<file path="src/rtl/fetch_prefetch.sv">
// fetch_prefetch: owns the PC, issues sequential imem reads and buffers
// returned words with PC+4 in a prefetch FIFO feeding decode.
// Optional counters: define FETCH_PERF_CNT_EN for flush/bubble counts.
module fetch_prefetch #(
   parameter int          DEPTH    = 4,
   parameter logic [31:0] RESET_PC = 32'h0000_0000
) (
   input  logic        clk,
   input  logic        reset,
   output logic        imem_req,
   output logic [31:0] imem_addr,
   input  logic [31:0] imem_rdata,
   input  logic        pcSrc,
   input  logic [31:0] pc_branched,
   input  logic        stall,
   output logic        instr_valid,
   output logic [31:0] instruction,
   output logic [31:0] pc_out,
   output logic [15:0] flush_count,
   output logic [15:0] bubble_count
);

   localparam int AW = $clog2(DEPTH);
   localparam int CW = AW + 1;
   localparam logic [CW:0] L_DEPTH = DEPTH[CW:0];

   logic [31:0]   r_pc;
   logic          r_inflight;
   logic [31:0]   r_inflight_pc;
   logic [AW-1:0] r_rd_ptr;
   logic [AW-1:0] r_wr_ptr;
   logic [CW-1:0] r_count;
   logic [31:0]   r_instr_mem [DEPTH];
   logic [31:0]   r_pc_mem    [DEPTH];

   logic [CW:0]   w_used;
   logic          w_push;
   logic          w_pop;
   logic [31:0]   w_target;

   // outstanding credits: buffered entries plus the read still in flight
   assign w_used   = {1'b0, r_count} + {{CW{1'b0}}, r_inflight};
   assign w_target = pc_branched & ~32'h3;

   assign imem_req  = !reset && !pcSrc && (w_used < L_DEPTH);
   assign imem_addr = r_pc;

   // a flush discards the returning word and suppresses the pop
   assign w_push = r_inflight && !pcSrc;
   assign w_pop  = instr_valid && !stall && !pcSrc;

   assign instr_valid = (r_count != '0);
   assign instruction = instr_valid ? r_instr_mem[r_rd_ptr] : 32'h0;
   assign pc_out      = instr_valid ? r_pc_mem[r_rd_ptr]    : 32'h0;

   // PC, in-flight tracking and FIFO pointers/occupancy
   always_ff @(posedge clk or posedge reset) begin
      if (reset) begin
         r_pc          <= RESET_PC;
         r_inflight    <= 1'b0;
         r_inflight_pc <= 32'h0;
         r_rd_ptr      <= '0;
         r_wr_ptr      <= '0;
         r_count       <= '0;
      end else if (pcSrc) begin
         r_pc       <= w_target;
         r_inflight <= 1'b0;
         r_rd_ptr   <= '0;
         r_wr_ptr   <= '0;
         r_count    <= '0;
      end else begin
         r_inflight <= imem_req;
         if (imem_req) begin
            r_inflight_pc <= r_pc;
            r_pc          <= r_pc + 32'd4;
         end
         if (w_push) begin
            r_wr_ptr <= r_wr_ptr + AW'(1);
         end
         if (w_pop) begin
            r_rd_ptr <= r_rd_ptr + AW'(1);
         end
         if (w_push && !w_pop) begin
            r_count <= r_count + CW'(1);
         end else if (w_pop && !w_push) begin
            r_count <= r_count - CW'(1);
         end
      end
   end

   // FIFO storage: instruction word and its PC+4
   always_ff @(posedge clk) begin
      if (w_push) begin
         r_instr_mem[r_wr_ptr] <= imem_rdata;
         r_pc_mem[r_wr_ptr]    <= r_inflight_pc + 32'd4;
      end
   end

`ifdef FETCH_PERF_CNT_EN
   logic [15:0] r_flush_cnt;
   logic [15:0] r_bubble_cnt;

   // saturating redirect and decode-starvation counters
   always_ff @(posedge clk or posedge reset) begin
      if (reset) begin
         r_flush_cnt  <= 16'h0;
         r_bubble_cnt <= 16'h0;
      end else begin
         if (pcSrc && r_flush_cnt != 16'hFFFF) begin
            r_flush_cnt <= r_flush_cnt + 16'd1;
         end
         if (!instr_valid && !stall && r_bubble_cnt != 16'hFFFF) begin
            r_bubble_cnt <= r_bubble_cnt + 16'd1;
         end
      end
   end

   assign flush_count  = r_flush_cnt;
   assign bubble_count = r_bubble_cnt;
`else
   assign flush_count  = 16'h0;
   assign bubble_count = 16'h0;
`endif

endmodule

</file>
<file path="config.mk">
export PLATFORM = sky130hd
export DESIGN_NAME = fetch_prefetch
export DESIGN_NICKNAME = d
export VERILOG_FILES = /design/src/rtl/fetch_prefetch.sv
export SDC_FILE = /design/constraint.sdc
export NUM_CORES = 1
export LEC_CHECK = 0
export BUFFER_PORTS_ARGS = -buffer_cell sky130_fd_sc_hd__buf_2
export CAP_MARGIN = 20
export CORE_UTILIZATION = 52
export CTS_BUF_LIST = sky130_fd_sc_hd__clkbuf_16
export DETAILED_ROUTE_END_ITERATION = 8
export MAX_ROUTING_LAYER = met4
export PLACE_DENSITY_LB_ADDON = 0.05
export SLEW_MARGIN = 20
export SYNTH_ARGS = -nofsm -noshare
export SYNTH_HDL_FRONTEND = slang
export SYNTH_SLANG_ARGS = --single-unit
</file>
<file path="constraint.sdc">
create_clock -name clk -period 2.6 [get_ports clk]
set_clock_uncertainty 0.05 [all_clocks]
set_input_delay 0.52 -clock clk [delete_from_list [all_inputs] [get_ports clk]]
set_output_delay 0.52 -clock clk [all_outputs]
set_load 0.02 [all_outputs]
</file>
==> out/metrics.yaml, run 1 <==
place:
  io_buffer_count: 159
  dpl.cell_count: 1360
  dp_slack_ps: 240.0
  gp_congestion: 0.8267
  hpwl_um: 16010
clock_network:
  holdBufCountCts: 0
  htreeDepth: 1
  clock_latency_ps: 550
  clkSlewWorstSetupHoldPaths_ps: 60
  clkSinkCount: 316
  root_buffer: "clkbuf_16"
  cts_buffers: 31
  cts_tree: "done"
  clk_path_buf_depth: 3
finish:
  final_cells: 1430
  diodes: 0
  area_delta_synth_final_pct: 19.52
  nets: 1151
  fill_cells: 1918
  drive_above_1_share: 0.2955
synth:
  syn_area_per_cell_um2: 15.19
  yosys_warnings: 0
  synth_async_sr_flop_share: 0.2152
  synth_cell_type_count: 46
  yosysSeqAreaShare: 0.6789
  synth-xor-area-share: 0.02405
  yosys.area_share.simple: 0.1121
  synth_cells: 887
  synth-seq-cells: 316
  synth_top_flop_cell: "edfxtp_1"
  synthDominantCellAreaShare: 0.5526
  netlist_area_um2: 13480
  synth_edf_count: 248
  synth_top_family_by_area: "simple AND/OR/NAND/NOR gates"
  muxShareOfSynthArea: 0.1058
  synth_area_leader_cell: "edfxtp_1"
  synth_compound_area_frac: 0.03528
  ys_top_cells_by_area: "edfxtp_1 (55%), dfrtp_1 (13%), mux4_2 (10%)"
  synth_fa_ha_area_frac: 0.007056
sta:
  timing.setup.tns_ps: -4944
  final.min_clock_period_ps: 2720
  max-slew-margin-rel: 0.4920
  setup_slack_ps: -120.4
  worst_pin_slew_ps: 761.1
  finalMaxSlewViolations: 0
  setup_viol: 62
  fmax_mhz: 367.6
  rsz0062_at_grt: "yes"
  hold_violations: 0
  finalCritPeriodShare: 1.046
power:
  internal_power_uw: 11060
  peakVddDrop_mv: 0.7587
  pwr-share-comb: 0.337
  seq_power_share: 0.402
  netSwitchingPower_uw: 5247
  power_density_nw_per_um2: 1012
  clkPwrFrac: 0.260
  p_leak_uw: 0.006065
  swShare: 0.3219
worst_setup_path:
  r2r_cells: 5
  start_kind: "register"
  r2r-start: "r_inflight_pc[4]$_DFFE_PP0P_"
  slowest_delay_ps: 490
  ff2ff_setup_slack_ps: 380
  worstSetupPathType: "reg2out"
  path_delay_family: "buffers and inverters"
  critical_path_buf_inv_count: 3
  worstPathMaxFanout: 7
  cp_cell_sequence: "buf_12, clkbuf_16, mux4_2, nor2b_1, buf_2"
  r2r-end: "r_pc_mem[3][31]$_DFFE_PP_"
  critPathSlowestCell: "mux4_2"
  crit_arrival_ps: 2150
  cp-end-kind: "primary output"
  crit_required_ps: 2030
min_path:
  hp-class: "in2async"
global_route:
  grt.total_usage: 0.2125
  gr-usage-met3: 0.03132
  grt_use_met2: 0.3354
  grt_overflow: 0
  top_usage_layer: "met2"
  grt_pass1_vias: 7632
  use_met1: 0.2996
  grt_pass1_wl_um: 42130
  antenna_found_initial: 0
  grt_max_degree: 64
detailed_routing:
  wl_per_cell_um: 18.93
  num_vias: 7868
  drtAntennaViolNets: 0
  vias_per_cell: 5.502
  first_iter_violations: 511
  dr.pass1.iters: 6
  totalWireLength_um: 27070
  remaining_drc_errors: 0
floorplanning:
  die_w_um: 163.0
  die_area_um2: 26560
  start_util: 0.5321
  fp-row-count: 58
  core_area_um2: 25330
  io_pins: 198
  die_h_um: 163.0
status:
  violations: "negative setup slack"
  status: "complete, but fails checks"
job:
  maxCapViolations: 0
==> layer usage <==
layer | vias to the layer above | share of wire | wire, um
met3 | 30 | 0.053 | 1432
met4 | 0 | 0.012 | 329
met2 | 246 | 0.48 | 13010
met1 | 3941 | 0.45 | 12300
met5 | - | 0 | 0
li1 | 3651 | - | -
==> layout by cell type, fill, tap and decap left out, drive strengths merged, types with 5 or more instances in the layout <==
cell	n
buf	192
and2	9
inv	22
nand4	22
nor2	26
a22oi	5
and4	5
conb	36
nor2b	61
xor2	12
o211ai	10
clkbuf	36
a21oi	5
mux4	62
o21ai	23
edfxtp	248
and3	9
clkinv	14
nand2	125
nor3	7
dfrtp	68
o311ai	9
nand3	27
ha	6
xnor2	25
==> worst reg2reg max path, cell delays in order (launching register included) <==
cell and delay [ps]:
dfrtp_1 420, and3_1 270, nand4_1 170, nor3_1 460
nand3_1 160, xnor2_1 430
==> registers in the layout, summed over array words and instances, names as in the netlist <==
name and cells:
r_inflight 1, imem_addr 30, r_count 3, r_inflight_pc 30, r_wr_ptr 2, r_pc_mem 120, r_instr_mem 128, r_rd_ptr 2
==> repair_timing <==
action / CTS / global route
endpoints found under the setup margin: 62 / 62
buffers inserted: 4 / 0
gates resized for setup: 18 / 28
gates cloned: 5 / 4
==> worst max path at each step <==
| stage | from | to | cells past startpoint |
|---|---|---|---|
| floorplan | reset | imem_addr[10]$_DFFE_PP0P_ | 1 |
| finish | r_rd_ptr[0]$_DFFE_PP0P_ | pc_out[7] | 5 |
| global route | r_rd_ptr[0]$_DFFE_PP0P_ | instruction[5] | 5 |
| detailed placement | reset | imem_addr[19]$_DFFE_PP0P_ | 7 |
| global placement | pcSrc | imem_addr[11]$_DFFE_PP0P_ | 7 |
| CTS | r_rd_ptr[0]$_DFFE_PP0P_ | pc_out[11] | 5 |
==> metrics by stage <==
| stage | power (uW) | hold slack [ps] | area, um2 | util |
|---|---|---|---|---|
| finish | 16300 | 37.17 | 16110 | 0.6360 |
| global route | 17130 | 72.05 | 16110 | 0.6360 |
| CTS | 16150 | 37.56 | 15910 | 0.6281 |
| detailed placement | 11420 | 436.1 | 14710 | 0.5808 |
| global placement | 11390 | 434.2 | 14710 | 0.5807 |
| floorplan | 9873 | 414.7 | 13610 | - |
==> cell usage after synthesis (10+ instances only) <==
master and number:
o21ai_0 22, dfrtp_1 68, xnor2_1 25, nor2b_1 61
mux4_2 62, clkbuf_1 23, buf_4 36, nand3_1 26
inv_1 14, edfxtp_1 248, nor2_1 26, nand4_1 21
xor2_1 12, nand2_1 125, buf_2 12, o211ai_1 10
==> power groups by stage <==
stage,combinational [uW],sequential (uW),clock [uW]
4_1_cts,5260,6540,4350
5_1_grt,5960,6620,4550
3_5_place_dp,4770,6640,0
6_report,5500,6560,4250
2_1_floorplan,3290,6580,0
3_3_place_gp,4760,6630,0
==> kinds of logic (layout without fill, tap and decap cells) <==
kind of cell	count (synthesis)	after routing
other cells	1	36
buf+inv	91	269
compound gates	70	70
mux	65	65
simple gates	300	300
xor+xnor	37	37
fa+ha+maj	7	7
flops	316	316
==> area by class of cell <==
cell class | instances | area [um2] | area share
flip-flops and latches | 316 | 9154 | 0.5683
multi-input cells | 515 | 4020 | 0.2496
repair buffers | 197 | 1498 | 0.09299
clock buffers | 31 | 775.7 | 0.04816
well taps | 330 | 412.9 | 0.02564
clock inverters | 26 | 190.2 | 0.01181
inverters | 15 | 56.30 | 0.003496
No activity file was read; power rests on OpenSTA's default activity.
==> run 2, diff against run 1 <==
CORE_UTILIZATION = 40   (was 52)
==> out/metrics.yaml, run 2 (same netlist as run 1, synthesis figures left out) <==
floorplanning:
  die_area_um2: 34430  # was 26560 um2
  core_area_um2: 32870  # was 25330 um2
  io_pins: 198  # unchanged
  fp-row-count: 66  # was 58
  start_util: 0.4100  # was 0.5321
  die_w_um: 185.6  # was 163.0 um
  die_h_um: 185.6  # was 163.0 um
detailed_routing:
  vias_per_cell: 5.010  # was 5.502
  first_iter_violations: 324  # was 511
  num_vias: 7831  # was 7868
  drtAntennaViolNets: 0  # unchanged
  wl_per_cell_um: 18.39  # was 18.93 um
  dr.pass1.iters: 5  # was 6
  remaining_drc_errors: 0  # unchanged
  totalWireLength_um: 28740  # was 27070 um
sta:
  finalMaxSlewViolations: 0  # unchanged
  finalCritPeriodShare: 1.026  # was 1.046
  setup_viol: 38  # was 62
  worst_pin_slew_ps: 792.2  # was 761.1 ps
  max-slew-margin-rel: 0.4713  # was 0.4920
  setup_slack_ps: -66.36  # was -120.4 ps
  rsz0062_at_grt: "yes"  # unchanged
  whs_ps: 42.03  # was 37.17 ps
  fmax_mhz: 375.0  # was 367.6 MHz
  final.min_clock_period_ps: 2666  # was 2720 ps
  hold_violations: 0  # unchanged
place:
  hpwl_um: 18040  # was 16010 um
  gp_congestion: 0.8007  # was 0.8267
  io_buffer_count: 159  # unchanged
  placed_cell_area_um2: 14970  # was 14710 um2
power:
  peakVddDrop_mv: 0.6052  # was 0.7587 mV
  clkPwrFrac: 0.286  # was 0.260
  p_leak_uw: 0.006322  # was 0.006065 uW
  internal_power_uw: 12030  # was 11060 uW
  seq_power_share: 0.373  # was 0.402
  pwr-share-comb: 0.342  # was 0.337
  swShare: 0.3163  # was 0.3219
  netSwitchingPower_uw: 5565  # was 5247 uW
  power_density_nw_per_um2: 1049  # was 1012 nW/um2
worst_setup_path:
  crit_arrival_ps: 2100  # was 2150 ps
  crit_required_ps: 2030  # about the same
  cp-end-kind: "primary output"  # unchanged
  worstPathMaxFanout: 6  # was 7
  start_kind: "register"  # unchanged
  worstSetupPathType: "reg2out"  # unchanged
min_path:
  hp-class: "in2async"  # unchanged
finish:
  drive_above_1_share: 0.3238  # was 0.2955
  final_common_cell: "edfxtp_1"  # unchanged
  fin_area_um2: 16780  # was 16110 um2
  nets: 1169  # was 1151
  largest_register_ffs: 128  # unchanged
  largestRegisters: "r_instr_mem (128), r_pc_mem (120)"  # unchanged
  diodes: 0  # unchanged
  area_delta_synth_final_pct: 24.48  # was 19.52%
  most-common-layout-cells: "edfxtp_1 (248), nand2_1 (125), buf_2 (119)"  # was edfxtp_1 (248), buf_2 (136), nand2_1 (125)
  fill_cells: 2876  # was 1918
  largest_register: "r_instr_mem"  # unchanged
global_route:
  grt.total_usage: 0.1742  # was 0.2125
  antenna_found_initial: 0  # unchanged
  grt_pass1_wl_um: 44570  # was 42130 um
  grt_overflow: 0  # unchanged
  grt_max_degree: 55  # was 64
  grt_pass1_vias: 7830  # was 7632
clock_network:
  holdBufCountCts: 0  # unchanged
  root_buffer: "clkbuf_16"  # unchanged
  htreeDepth: 2  # was 1
  clkSinkCount: 316  # unchanged
  cts_buffers: 36  # was 31
  clk_path_buf_depth: 3  # unchanged
  clock_latency_ps: 500  # was 550 ps
  clkSlewWorstSetupHoldPaths_ps: 60  # about the same
  cts_tree: "done"  # unchanged
job:
  maxCapViolations: 0  # unchanged
status:
  violations: "negative setup slack"  # unchanged
  status: "complete, but fails checks"  # unchanged
-- run 2: final cells by class --
class / count / area (um2) / share of cell area
multi-input cells: 515 / 4130 / 0.2462
repair buffers: 210 / 1694 / 0.1010
clock inverters: 28 / 260.3 / 0.01551
clock buffers: 37 / 925.9 / 0.05519
inverters: 15 / 56.30 / 0.003356
flip-flops and latches: 316 / 9156 / 0.5458
well taps: 442 / 553.0 / 0.03297
-- run 2: worst max-delay path: stages, from the launching register on --
cell and delay, ps:
dfrtp_4 460, buf_12 160, clkbuf_16 160, mux4_2 490
nor2b_2 180, buf_6 140
-- run 2: power by group through the flow --
stage / clock network (uW) / logic, uW / registers (uW)
finish: 5030 / 6010 / 6560
global route: 5380 / 6530 / 6630
CTS: 5170 / 5670 / 6560
detailed placement: 0 / 4910 / 6700
global placement: 0 / 4870 / 6690
floorplan: 0 / 3290 / 6580
-- run 2: what timing repair did --
action | in CTS | in global routing
pin swaps | 0 | 1
gates resized for setup | 57 | 60
setup buffers | 10 | 0
setup endpoints to repair | 59 | 61
hold endpoints to repair | 0 | 0
cloned | 2 | 2
-- run 2: final timing paths --
path / start / end / slack, ps / depth (start not counted)
worst max-delay path: r_rd_ptr[0]$_DFFE_PP0P_ / pc_out[19] / -70 / 5
worst max register to register: r_count[1]$_DFFE_PP0P_ / imem_addr[26]$_DFFE_PP0P_ / 480 / 7
min in group clk: imem_rdata[24] / r_instr_mem[0][24]$_DFFE_PP_ / 160 / 1
max in group asynchronous: reset / r_count[1]$_DFFE_PP0P_ / 1720 / 4
worst min register to register: r_inflight_pc[3]$_DFFE_PP0P_ / r_inflight_pc[3]$_DFFE_PP0P_ / 440 / 2
worst min-delay path: reset / imem_addr[23]$_DFFE_PP0P_ / 40 / 2
-- run 2: through the flow --
step	worst slack (ps)	std cells	utilization	setup TNS, ps	total power [uW]
after floorplan	318.5	922	-	0	9873
after global placement	52.33	1484	0.4553	0	11570
after detailed placement	255.7	1484	0.4553	0	11610
after CTS	-95.60	1561	0.5028	-2830	17390
after global routing	-118.3	1563	0.5104	-5110	18540
final	-66.36	1563	0.5104	-935.4	17600
-- run 2: layer usage --
metal / GRT usage / share of wire / up-vias
met3: 0.03033 / 0.057 / 31
met5: - / 0 / -
met2: 0.2700 / 0.47 / 258
met1: 0.2418 / 0.46 / 3853
li1: - / - / 3689
met4: 0.03672 / 0.012 / 0
